## config.mk

```make
export PLATFORM = sky130hd
export DESIGN_NAME = fetch_controller
export DESIGN_NICKNAME = d
export VERILOG_FILES = /design/src/rtl/fetch_controller_pkg.sv /design/src/rtl/fetch_controller_fifo.sv /design/src/rtl/fetch_controller.sv
export SDC_FILE = /design/constraint.sdc
export NUM_CORES = 1
export LEC_CHECK = 0
export ABC_AREA = 1
export CAP_MARGIN = 20
export CORE_MARGIN = 1.5
export CORE_UTILIZATION = 50
export DETAILED_ROUTE_END_ITERATION = 6
export PLACE_DENSITY = 0.84
export SLEW_MARGIN = 20
export SYNTH_ARGS = -nofsm -noshare
export SYNTH_HDL_FRONTEND = slang
export SYNTH_HIERARCHICAL = 1
export SYNTH_SLANG_ARGS = --single-unit
```

## constraint.sdc

```tcl
create_clock -name clk -period 12.6 [get_ports clk]
set_input_delay 1.26 -clock clk [delete_from_list [all_inputs] [get_ports clk]]
set_output_delay 1.26 -clock clk [all_outputs]
set_load 0.01 [all_outputs]
```

## src/rtl/fetch_controller_pkg.sv

```systemverilog
// Shared widths, constants and state encoding for the instruction fetch controller.
package fetch_controller_pkg;

  localparam int ADDR_W  = 32;
  localparam int INSTR_W = 32;
  localparam int ENTRY_W = ADDR_W + INSTR_W;

  localparam logic ON  = 1'b1;
  localparam logic OFF = 1'b0;

  localparam logic [ADDR_W-1:0] RESET_PC_DEFAULT = 32'h3000_0000;

  typedef enum logic [1:0] {
    S_BOOT  = 2'd0,
    S_RUN   = 2'd1,
    S_FLUSH = 2'd2
  } fetch_state_e;

  function automatic logic [ADDR_W-1:0] word_align(input logic [ADDR_W-1:0] a);
    return {a[ADDR_W-1:2], 2'b00};
  endfunction

endpackage

```

## src/rtl/fetch_controller_fifo.sv

```systemverilog
// Show-ahead FIFO holding {pc, instr} entries between fetch and decode.
module fetch_fifo #(
  parameter int DEPTH = 2,
  parameter int WIDTH = 64,
  localparam int PTR_W = $clog2(DEPTH),
  localparam int CNT_W = $clog2(DEPTH + 1)
) (
  input  logic             clk,
  input  logic             rst,
  input  logic             flush_i,
  input  logic             push_i,
  input  logic             pop_i,
  input  logic [WIDTH-1:0] wdata_i,
  output logic [WIDTH-1:0] head_o,
  output logic [CNT_W-1:0] count_o,
  output logic             full_o,
  output logic             empty_o
);

  logic [WIDTH-1:0] mem_q [DEPTH];
  logic [PTR_W-1:0] rd_ptr_q;
  logic [PTR_W-1:0] wr_ptr_q;
  logic [CNT_W-1:0] count_q;
  logic             do_push;
  logic             do_pop;

  assign empty_o = (count_q == '0);
  assign full_o  = (count_q == CNT_W'(DEPTH));
  assign count_o = count_q;
  assign do_push = push_i && !flush_i;
  assign do_pop  = pop_i && !flush_i && !empty_o;

  always_ff @(posedge clk) begin
    if (rst) begin
      rd_ptr_q <= '0;
      wr_ptr_q <= '0;
      count_q  <= '0;
    end else if (flush_i) begin
      rd_ptr_q <= '0;
      wr_ptr_q <= '0;
      count_q  <= '0;
    end else begin
      if (do_push) wr_ptr_q <= wr_ptr_q + 1'b1;
      if (do_pop)  rd_ptr_q <= rd_ptr_q + 1'b1;
      count_q <= count_q + CNT_W'(do_push) - CNT_W'(do_pop);
    end
  end

  // Storage carries data only, so it is left out of reset.
  always_ff @(posedge clk) begin
    if (do_push) mem_q[wr_ptr_q] <= wdata_i;
  end

  assign head_o = empty_o ? '0 : mem_q[rd_ptr_q];

endmodule

```

## src/rtl/fetch_controller.sv

```systemverilog
// Instruction fetch sequencer: owns the PC, issues single-outstanding imem
// requests, buffers returned instructions and handles redirects.
module fetch_controller
  import fetch_controller_pkg::*;
#(
  parameter logic [31:0] RESET_PC = RESET_PC_DEFAULT,
  parameter int          QDEPTH   = 2
) (
  input  logic        clk,
  input  logic        rst,
  input  logic        redirect_valid,
  input  logic [31:0] redirect_pc,
  input  logic        dec_ready,
  output logic        imem_req,
  output logic [31:0] imem_addr,
  input  logic        imem_ack,
  input  logic [31:0] imem_rdata,
  output logic        if_valid,
  output logic [31:0] if_pc,
  output logic [31:0] if_instr
);

  localparam int CNT_W = $clog2(QDEPTH + 1);
  localparam int OCC_W = CNT_W + 1;

  fetch_state_e         state_q, state_d;
  logic [ADDR_W-1:0]    pc_q, pc_d;
  logic [ADDR_W-1:0]    addr_q, addr_d;
  logic                 req_q, req_d;

  logic                 fifo_flush;
  logic                 fifo_push;
  logic                 fifo_pop;
  logic [ENTRY_W-1:0]   fifo_head;
  logic [CNT_W-1:0]     fifo_count;
  logic                 fifo_full;
  logic                 fifo_empty;

  logic                 xfer_done;
  logic                 pend_next;
  logic [OCC_W-1:0]     occ_next;
  logic [ADDR_W-1:0]    redirect_tgt;

  assign xfer_done    = req_q && imem_ack;
  assign redirect_tgt = word_align(redirect_pc);

  always_comb begin
    state_d    = state_q;
    pc_d       = pc_q;
    addr_d     = addr_q;
    req_d      = req_q;
    fifo_flush = OFF;
    fifo_push  = OFF;
    fifo_pop   = OFF;
    pend_next  = OFF;
    occ_next   = '0;
    case (state_q)
      S_BOOT: begin
        if (redirect_valid) pc_d = redirect_tgt;
        state_d = S_RUN;
      end
      S_RUN: begin
        if (redirect_valid) begin
          fifo_flush = ON;
          pc_d       = redirect_tgt;
          if (!req_q || imem_ack) begin
            req_d  = ON;
            addr_d = redirect_tgt;
          end else begin
            // A request in flight cannot be withdrawn; wait it out.
            state_d = S_FLUSH;
          end
        end else begin
          fifo_pop  = !fifo_empty && dec_ready;
          fifo_push = xfer_done;
          if (xfer_done) pc_d = pc_q + 32'd4;
          pend_next = req_q && !imem_ack;
          occ_next  = OCC_W'(fifo_count) + OCC_W'(fifo_push) - OCC_W'(fifo_pop);
          if (pend_next) begin
            req_d = ON;
          end else if (occ_next < OCC_W'(QDEPTH)) begin
            req_d  = ON;
            addr_d = pc_d;
          end else begin
            req_d = OFF;
          end
        end
      end
      S_FLUSH: begin
        fifo_flush = redirect_valid;
        if (redirect_valid) pc_d = redirect_tgt;
        if (xfer_done) begin
          req_d = OFF;
        end else if (!req_q) begin
          req_d   = ON;
          addr_d  = pc_d;
          state_d = S_RUN;
        end
      end
      default: state_d = S_BOOT;
    endcase
  end

  always_ff @(posedge clk) begin
    if (rst) begin
      state_q <= S_BOOT;
      pc_q    <= RESET_PC;
      addr_q  <= RESET_PC;
      req_q   <= OFF;
    end else begin
      state_q <= state_d;
      pc_q    <= pc_d;
      addr_q  <= addr_d;
      req_q   <= req_d;
    end
  end

  // Pending requests are counted against capacity, so a push never meets a full FIFO.
  always_ff @(posedge clk) begin
    if (!rst) begin
      assert (!(fifo_push && fifo_full && !fifo_pop));
      if (req_q && !imem_ack) assert (req_d && (addr_d == addr_q));
    end
  end

  fetch_fifo #(
    .DEPTH (QDEPTH),
    .WIDTH (ENTRY_W)
  ) u_fifo (
    .clk     (clk),
    .rst     (rst),
    .flush_i (fifo_flush),
    .push_i  (fifo_push),
    .pop_i   (fifo_pop),
    .wdata_i ({addr_q, imem_rdata}),
    .head_o  (fifo_head),
    .count_o (fifo_count),
    .full_o  (fifo_full),
    .empty_o (fifo_empty)
  );

  assign imem_req  = req_q;
  assign imem_addr = addr_q;
  assign if_valid  = !fifo_empty;
  assign if_pc     = fifo_head[ENTRY_W-1:INSTR_W];
  assign if_instr  = fifo_head[INSTR_W-1:0];

endmodule

```

* After elaboration in Yosys (flattened, before gate mapping)
Memory sizes are Yosys's and may differ from the RTL's. A register that Yosys moved wholly into a read port is not among the register bits. Index checks and enable logic that the tools add are counted.
Word-level totals: flip-flop bits (word level) 71, memory bits (writable) 128, input port bits 69, output and inout port bits 98, logic and storage cells 78, memories 1
Operators by class: $add $sub $neg 7, order comparisons 1, equal/unequal tests 9, multiplexer cells 33, reduce and logical (&&, ||, !) cells 20
Memory list:
- u_fifo.mem_q | words 2, width 64, read ports 1, clocked after memory_dff 1, write ports 1, line fetch_controller_fifo.sv:20 | logic [WIDTH-1:0] mem_q [DEPTH];
Operator list (number):
- 32-bit two-way mux | 9
- 32-bit one-hot mux with 2 select lines | 2
- 64-bit two-way mux | 1
- 32-bit by 3-bit adder with 32-bit output, second input constant | 1
- 1-bit two-way mux | 14
- 3-bit inequality test, second input constant | 3
- 2-bit two-way mux | 4
- 2-bit inequality test, second input constant | 4
- 1-bit logical AND | 6
- 2-bit one-hot mux with 3 select lines | 1
- 6-bit AND reduction | 1
- 1-bit zero test | 4
- 2-bit zero test | 2
- 1-bit one-hot mux with 2 select lines | 2
- 4-bit AND reduction | 1
- 2-bit nonzero test | 2
- 2-bit OR reduction | 2
- 2-bit by 1-bit adder with 3-bit output | 1
- 3-bit by 2-bit < comparator with 1-bit output, second input constant | 1
- 3-bit by 1-bit subtractor with 3-bit output | 1
- 1-bit adder, second input constant | 2
- 2-bit by 1-bit adder with 2-bit output | 1
- 2-bit by 1-bit == test with 1-bit output, second input constant | 1
- 2-bit == test, second input constant | 1
- 3 further kinds | 3

* Longest topological paths before layout
Gate-level depths: netlist of run 1.
word-level depth 9, mapped depth 17, mapped depth without buffers 17

* Hierarchy
Netlist of run 1, hierarchy kept.
Modules (own cells, without submodules):
- fetch_fifo | times used 1, cells each 384, area each 5345.1 sq um, sequential area each 3943.8 sq um
- fetch_controller | times used 1, cells each 752, area each 4708.3 sq um, sequential area each 1341.3 sq um

* Worst setup path before layout of run 1
Ideal clock, no wire load.
path kind in2reg, start input redirect_valid, end memory u_fifo.mem_q[1][0], enable pin, setup time 488 ps, arrival time 4574 ps, data required time 12112 ps, path slack 7539 ps, cell stages on the path 7, path buffers 2, cells stage by stage buf_2 clkbuf_1 nand2_1 inv_1 inv_1 nand2_1 nor2_1
Between the ends: word-level cells in the longest chain between the ends 6, elaborated cells between the ends (all ways) 8, those cells by class mux (6); reduce/logical (2)
Ends and longest elaborated chain:
- from (decl) | line fetch_controller.sv:11 | input logic redirect_valid,
- 1-bit two-way mux | line fetch_controller.sv:63 | if (redirect_valid) begin
- 1-bit one-hot mux with 2 select lines * | line fetch_controller.sv:57 | case (state_q)
- via fifo_flush | line fetch_controller.sv:31 | logic fifo_flush;
- 1-bit zero test * | line fetch_controller_fifo.sv:30 | assign do_push = push_i && !flush_i;
- 1-bit logical AND * | line fetch_controller_fifo.sv:30
- 1-bit two-way mux * | line fetch_controller_fifo.sv:51 | if (do_push) mem_q[wr_ptr_q] <= wdata_i;
- 1-bit two-way mux (not written as such) * | line fetch_controller_fifo.sv:51
- to (decl) | line fetch_controller_fifo.sv:20
Mark *: on every way through the listed nets, which the timed path passes. The rest lies on a longest branch.

* Worst setup path in the final report of run 1
start input imem_ack, end register addr_q[2], in the netlist imem_addr[2]
Between the ends: word-level cells in the longest chain between the ends 6, elaborated cells between the ends (all ways) 17, those cells by class add/sub (2); order compare (1); eq/ne (4); mux (5); reduce/logical (5)
Ends and longest elaborated chain:
- from (decl) | line fetch_controller.sv:16 | input logic imem_ack,
- 1-bit logical AND | line fetch_controller.sv:44 | assign xfer_done = req_q && imem_ack;
- 2-bit by 1-bit adder with 3-bit output or 32-bit two-way mux (tied branches) | line fetch_controller.sv:78, fetch_controller.sv:76
- 3-bit by 1-bit subtractor with 3-bit output or 32-bit two-way mux (tied branches) | line fetch_controller.sv:78, fetch_controller.sv:81
- 3-bit by 2-bit < comparator with 1-bit output or 32-bit two-way mux (tied branches) | line fetch_controller.sv:81, fetch_controller.sv:79
- 3-bit inequality test (no source line) or 32-bit two-way mux (tied branches)
- 6-bit AND reduction (no source line) or 32-bit one-hot mux with 2 select lines (tied branches)
- to (signal assigned) | line fetch_controller.sv:113 | addr_q <= addr_d;
- to (decl) | line fetch_controller.sv:28 | logic [ADDR_W-1:0] addr_q, addr_d;
Several ways; a longest one is shown, not always the timed one. The select of a mux whose other input is x is not followed. A chain may end at the register's enable or synchronous reset.

==> results of run 1 <==
## flip-flops by register name, indices dropped and copies added, names as in the netlist, named ones only
signal and flops:
imem_addr 32, imem_req 1, pc_q 32, state_q 2, u_fifo/count_o 2, u_fifo/mem_q 128
u_fifo/rd_ptr_q 1, u_fifo/wr_ptr_q 1
## stage by stage
stage / util (%) / setup slack, ns / hold slack [ns] / cells / power [W]
detailed placement: 59.3 / 8.04 / 0.451 / 1507 / 0.00164
CTS: 62.1 / 8.47 / 0.462 / 1539 / 0.00214
floorplan: - / 7.54 / 0.425 / 1135 / 0.00138
global placement: 59.3 / 8.09 / 0.433 / 1507 / 0.00162
finish: 62.1 / 8.44 / 0.456 / 1539 / 0.00216
global route: 62.1 / 8.14 / 0.496 / 1539 / 0.00226
## critical path, cell delays in order
cell,delay (ns)
clkdlybuf4s50_1,0.54
nand2_4,0.13
ha_1,0.30
nor2_1,0.14
fa_1,0.45
nor3b_2,0.23
a21oi_1,0.10
nor2_2,0.13
nand2_4,0.27
inv_2,0.63
o21ai_0,0.17
a21oi_1,0.15
## worst max-delay path by stage
stage | slack [ns] | endpoint | cells past startpoint
2_1_floorplan | 7.54 | u_fifo/mem_q[1][0] | 7
3_3_place_gp | 8.09 | imem_addr[4] | 12
3_5_place_dp | 8.04 | imem_addr[3] | 12
4_1_cts | 8.47 | imem_addr[3] | 13
5_1_grt | 8.14 | imem_addr[3] | 13
6_report | 8.44 | imem_addr[2] | 12
## layout make-up
cell class	count	area [um2]
clock buffer	17	425
clock inverter	15	115
fill	1673	7420
inverter	83	319
multi-input combinational	789	4010
sequential	200	5290
tap	265	332
timing repair buffer	170	1680
## layout by cell type, fill, tap and decap left out, types with 5 or more instances in the layout
cell type and count:
inv_6 5, nand4_1 21, clkdlybuf4s50_1 162, o21bai_1 12, inv_1 71, nor2_1 61
ha_1 6, nand2_1 336, inv_2 8, edfxtp_1 128, nand3_1 54, o211ai_1 9
dfxtp_1 71, buf_4 6, o21ai_1 30, a21oi_1 109, o21ai_0 48, a21oi_2 52
clkbuf_16 17, nor2_4 10, nor2_2 8
## per-layer routing
layer  part of all wire, %  vias up  wire length [um]
li1                      -     4093                 -
met1                    42     4024             10800
met2                    47      446             12200
met3                   9.1       50              2350
met4                   2.3        0               588
met5                     0        -                 0
## power by group through the flow
stage	Sequential, W	Clock (W)	Combinational [W]
floorplan	0.000952	0	0.000432
global placement	0.000970	0	0.000647
detailed placement	0.000973	0	0.000664
CTS	0.000960	0.000515	0.000670
global route	0.000978	0.000539	0.000741
finish	0.000965	0.000509	0.000682
==> flow_summary.json, run 1 <==
{
  "grt.overflow.total": 0,
  "finalSetupViolations": 0,
  "use_met2_pct": 40.8,
  "clkSinkCount": 200,
  "dr.pass1.iters": 7,
  "drc": 0,
  "antenna_found_initial": 0,
  "routedWlPerCell_um": 16.8,
  "hold_path.class": "reg2reg",
  "tns_ns": 0,
  "dp_hpwl_um": 16400,
  "die_y_um": 145,
  "grt_max_degree": 73,
  "place.gp.congestion": 0.923,
  "root_buffer": "clkbuf_16",
  "ir_drop_v": 0.000106,
  "synth_nets": 1212,
  "cp_max_fo": 33,
  "io_buffers": 164,
  "p_leak_nw": 4.47,
  "drive_above_1_share_pct": 10.9,
  "fmax_mhz": 240,
  "viasPerCell": 5.60,
  "p_sw_w": 0.000799,
  "crit_path_end_kind": "flop",
  "worst_pin_slew_ns": 1.10,
  "fin_nets": 1338,
  "cp.arrival_ns": 4.52,
  "cap_violations": 0,
  "whs_path_depth": 2,
  "p_int_w": 0.00136,
  "outcome": "completed",
  "finalHoldViolCount": 0,
  "fp.dieW_um": 145,
  "seqPwrFrac_pct": 44.8,
  "rrSetupSlack_ns": 8.48,
  "use_met3_pct": 5.03,
  "synth_cells": 1135,
  "switching_share_pct": 37.1,
  "worst-setup-path-type": "in2reg",
  "startpoint": "imem_ack",
  "track_usage_pct": 24.6,
  "slew_violations": 0,
  "yosysWarnings": 6,
  "cts-buffers-inserted": 17,
  "max_slew_margin_pct": 25.9,
  "ant_nets": 0,
  "antenna_cells": 0,
  "finalCriticalPeriod_ns": 4.16,
  "io_pins": 167,
  "top_usage_layer": "met2",
  "worstRegToRegCells": 13,
  "drtIter0Drc": 869,
  "vias": 8613,
  "cts_resized": 0,
  "cts_hold_buffers": 0,
  "clk_latency_ns": 0.44,
  "rsz0062_at_grt": "false",
  "required_ns": 12.96,
  "start_util_pct": 51.3,
  "core_area_um2": 19600,
  "reg2reg_from": "u_fifo/count_o[1]",
  "grt_pass1_vias": 7942,
  "start_kind": "primary input",
  "use_met1_pct": 31.5,
  "routed_wl_um": 25900,
  "syn_area_per_cell_um2": 8.85,
  "p_per_area_nw_per_um2": 177,
  "clk_pin_slew_worst_paths_ns": 0.07,
  "synthToLayoutAreaGrowth_pct": 21.1,
  "dieArea_um2": 21000,
  "clkPwrFrac_pct": 23.6,
  "htree_num_levels": 4,
  "skew_ns": 0.0125,
  "post-route-cell-area_um2": 12200,
  "r2r-end": "imem_addr[2]",
  "hold_end": "pc_q[1]",
  "clockBufferDepth": 2,
  "post-cts-setup-buffers": 0,
  "min-delay-start": "pc_q[1]",
  "rows": 51,
  "cts_tree": "done",
  "synth.cell_area_um2": 10000,
  "power_frac_comb_pct": 31.6,
  "grt_pass1_wl_um": 40100,
  "min_period_over_period_pct": 33.0,
  "placed_cell_area_um2": 11600
}
Power figures use the tool's default switching activity.
==> inputs of run 2 (changes only) <==
--- a/config.mk
+++ b/config.mk
@@ -8,9 +8,9 @@
 export ABC_AREA = 1
 export CAP_MARGIN = 20
 export CORE_MARGIN = 1.5
-export CORE_UTILIZATION = 50
+export CORE_UTILIZATION = 49
 export DETAILED_ROUTE_END_ITERATION = 6
-export PLACE_DENSITY = 0.84
+export PLACE_DENSITY = 0.85
 export SLEW_MARGIN = 20
 export SYNTH_ARGS = -nofsm -noshare
 export SYNTH_HDL_FRONTEND = slang
==> constraint.sdc (replaced) <==
create_clock -name clk -period 3.4 [get_ports clk]
set_input_delay 0.34 -clock clk [delete_from_list [all_inputs] [get_ports clk]]
set_output_delay 0.34 -clock clk [all_outputs]
set_load 0.01 [all_outputs]
==> run 2 against run 1 <==
Non-clock buffer count grew 11. Routed wire length down 0.24%. Worst hold slack is essentially flat. Utilization is 0.93 points lower. Via count decreased by 0.43%. Worst setup slack worse by 7.9 ns. Die area increased by 2.0%. Total power rose to 3.8 times the previous value. Sequential power increased to 3.7 times the previous value. Largest power group unchanged.
==> flow_summary.json, run 2 (same netlist as run 1, synthesis figures left out) <==
{
  "cp_max_fo": 67,
  "tns_ns": 0,
  "rows": 52,
  "fillCellCount": 1683,
  "drtIter0Drc": 901,
  "drc": 0,
  "viasPerCell": 5.52,
  "cts_resized": 0,
  "io_buffers": 164,
  "setup_ws_ns": 0.495,
  "regMostFlops": "u_fifo/mem_q",
  "htree_num_levels": 4,
  "use_met2_pct": 38.5,
  "min_period_over_period_pct": 85.4,
  "layout_common_cells": "nand2_1 (336), clkdlybuf4s50_1 (163), edfxtp_1 (128)",
  "ant_nets": 0,
  "crit_path_end_kind": "primary output",
  "whs_path_depth": 2,
  "required_ns": 3.06,
  "post-cts-setup-buffers": 0,
  "routed_wl_um": 25900,
  "clockBufferDepth": 2,
  "top_usage_layer": "met2",
  "finalHoldViolCount": 0,
  "fin_nets": 1349,
  "grt_pass1_wl_um": 40900,
  "p_leak_nw": 4.54,
  "start_kind": "flop",
  "use_met1_pct": 32.2,
  "antenna_cells": 0,
  "p_per_area_nw_per_um2": 661,
  "clkSinkCount": 200,
  "synthToLayoutAreaGrowth_pct": 22.8,
  "hold_ws_ns": 0.456,
  "vias": 8576,
  "power_w": 0.00816,
  "ir_drop_v": 0.000607,
  "dr.pass1.iters": 7,
  "die_y_um": 146,
  "fmax_mhz": 344,
  "cts-buffers-inserted": 17,
  "rsz0062_at_grt": "false",
  "dp_hpwl_um": 17300,
  "routedWlPerCell_um": 16.6,
  "cts_hold_buffers": 0,
  "largest_reg_flops": 128,
  "worst_pin_slew_ns": 1.04,
  "track_usage_pct": 24.0,
  "drive_above_1_share_pct": 11.3,
  "io_pins": 167,
  "fp.dieW_um": 146,
  "root_buffer": "clkbuf_16",
  "worst-setup-path-type": "reg2out",
  "core_area_um2": 20200,
  "place_ws_ns": 0.205,
  "outcome": "completed",
  "clk_pin_slew_worst_paths_ns": 0.07,
  "grt_pass1_vias": 8055,
  "worstRegToRegCells": 12,
  "grt_max_degree": 68,
  "place.gp.congestion": 0.895,
  "clk_latency_ns": 0.44,
  "hold_path.class": "reg2reg",
  "cts_tree": "done",
  "skew_ns": 0.0121,
  "slew_violations": 0,
  "finalSetupViolations": 0,
  "cp.arrival_ns": 2.56,
  "cap_violations": 0,
  "start_util_pct": 49.8,
  "finalCriticalPeriod_ns": 2.90,
  "max_slew_margin_pct": 30.9,
  "grt.overflow.total": 0,
  "antenna_found_initial": 0,
  "use_met3_pct": 4.41,
  "final_common_cell": "nand2_1",
  "dieArea_um2": 21400
}
-- run 2: area by class of cell --
type / instances / area [um2] / area share [%]
inverters: 83 / 317 / 2.57
flip-flops and latches: 200 / 5290 / 42.8
well taps: 270 / 338 / 2.74
clock inverters: 14 / 149 / 1.21
repair buffers: 181 / 1810 / 14.7
clock buffers: 18 / 429 / 3.48
multi-input cells: 789 / 4010 / 32.5
-- run 2: worst max-delay path, stage by stage (launching register included) --
cell	delay (ns)
dfxtp_1	0.37
nor2_4	0.13
buf_4	0.81
a21oi_1	0.25
clkdlybuf4s50_1	0.56
-- run 2: metrics by stage --
stage	std cells	cell area, um2	utilization, %
after floorplan	1135	10100	-
after global placement	1523	11800	58.3
after detailed placement	1523	11800	58.3
after CTS	1555	12300	61.2
after global routing	1555	12300	61.2
final	1555	12300	61.2
-- run 2: per-layer routing --
layer / vias up / routed length (um)
met3: 57 / 2510
met2: 472 / 12200
met4: 0 / 756
li1: 4108 / -
met5: - / 0
met1: 3939 / 10400
-- run 2: worst paths after layout --
path | start | endpoint | slack [ns]
worst max-delay path | u_fifo/count_o[1] | if_pc[20] | 0.50
worst min-delay path | pc_q[0] | pc_q[0] | 0.46
worst max register to register | imem_req | imem_addr[2] | 0.63
worst min register to register | pc_q[0] | pc_q[0] | 0.46
-- run 2: report_power, final --
part           switching (W)  internal [W]  leakage, nW
sequential          0.000509       0.00307         1.75
clock               0.000919       0.00109        0.272
combinational        0.00151       0.00106         2.52
total                0.00294       0.00522         4.54
==> inputs of run 3 (changes only) <==
--- a/config.mk
+++ b/config.mk
@@ -11,6 +11,7 @@
 export CORE_UTILIZATION = 49
 export DETAILED_ROUTE_END_ITERATION = 6
 export PLACE_DENSITY = 0.85
+export SETUP_SLACK_MARGIN = 0.15
 export SLEW_MARGIN = 20
 export SYNTH_ARGS = -nofsm -noshare
 export SYNTH_HDL_FRONTEND = slang
==> results of run 3 <==
Same layout as run 2: the final DEF is identical, and so are final timing and power.
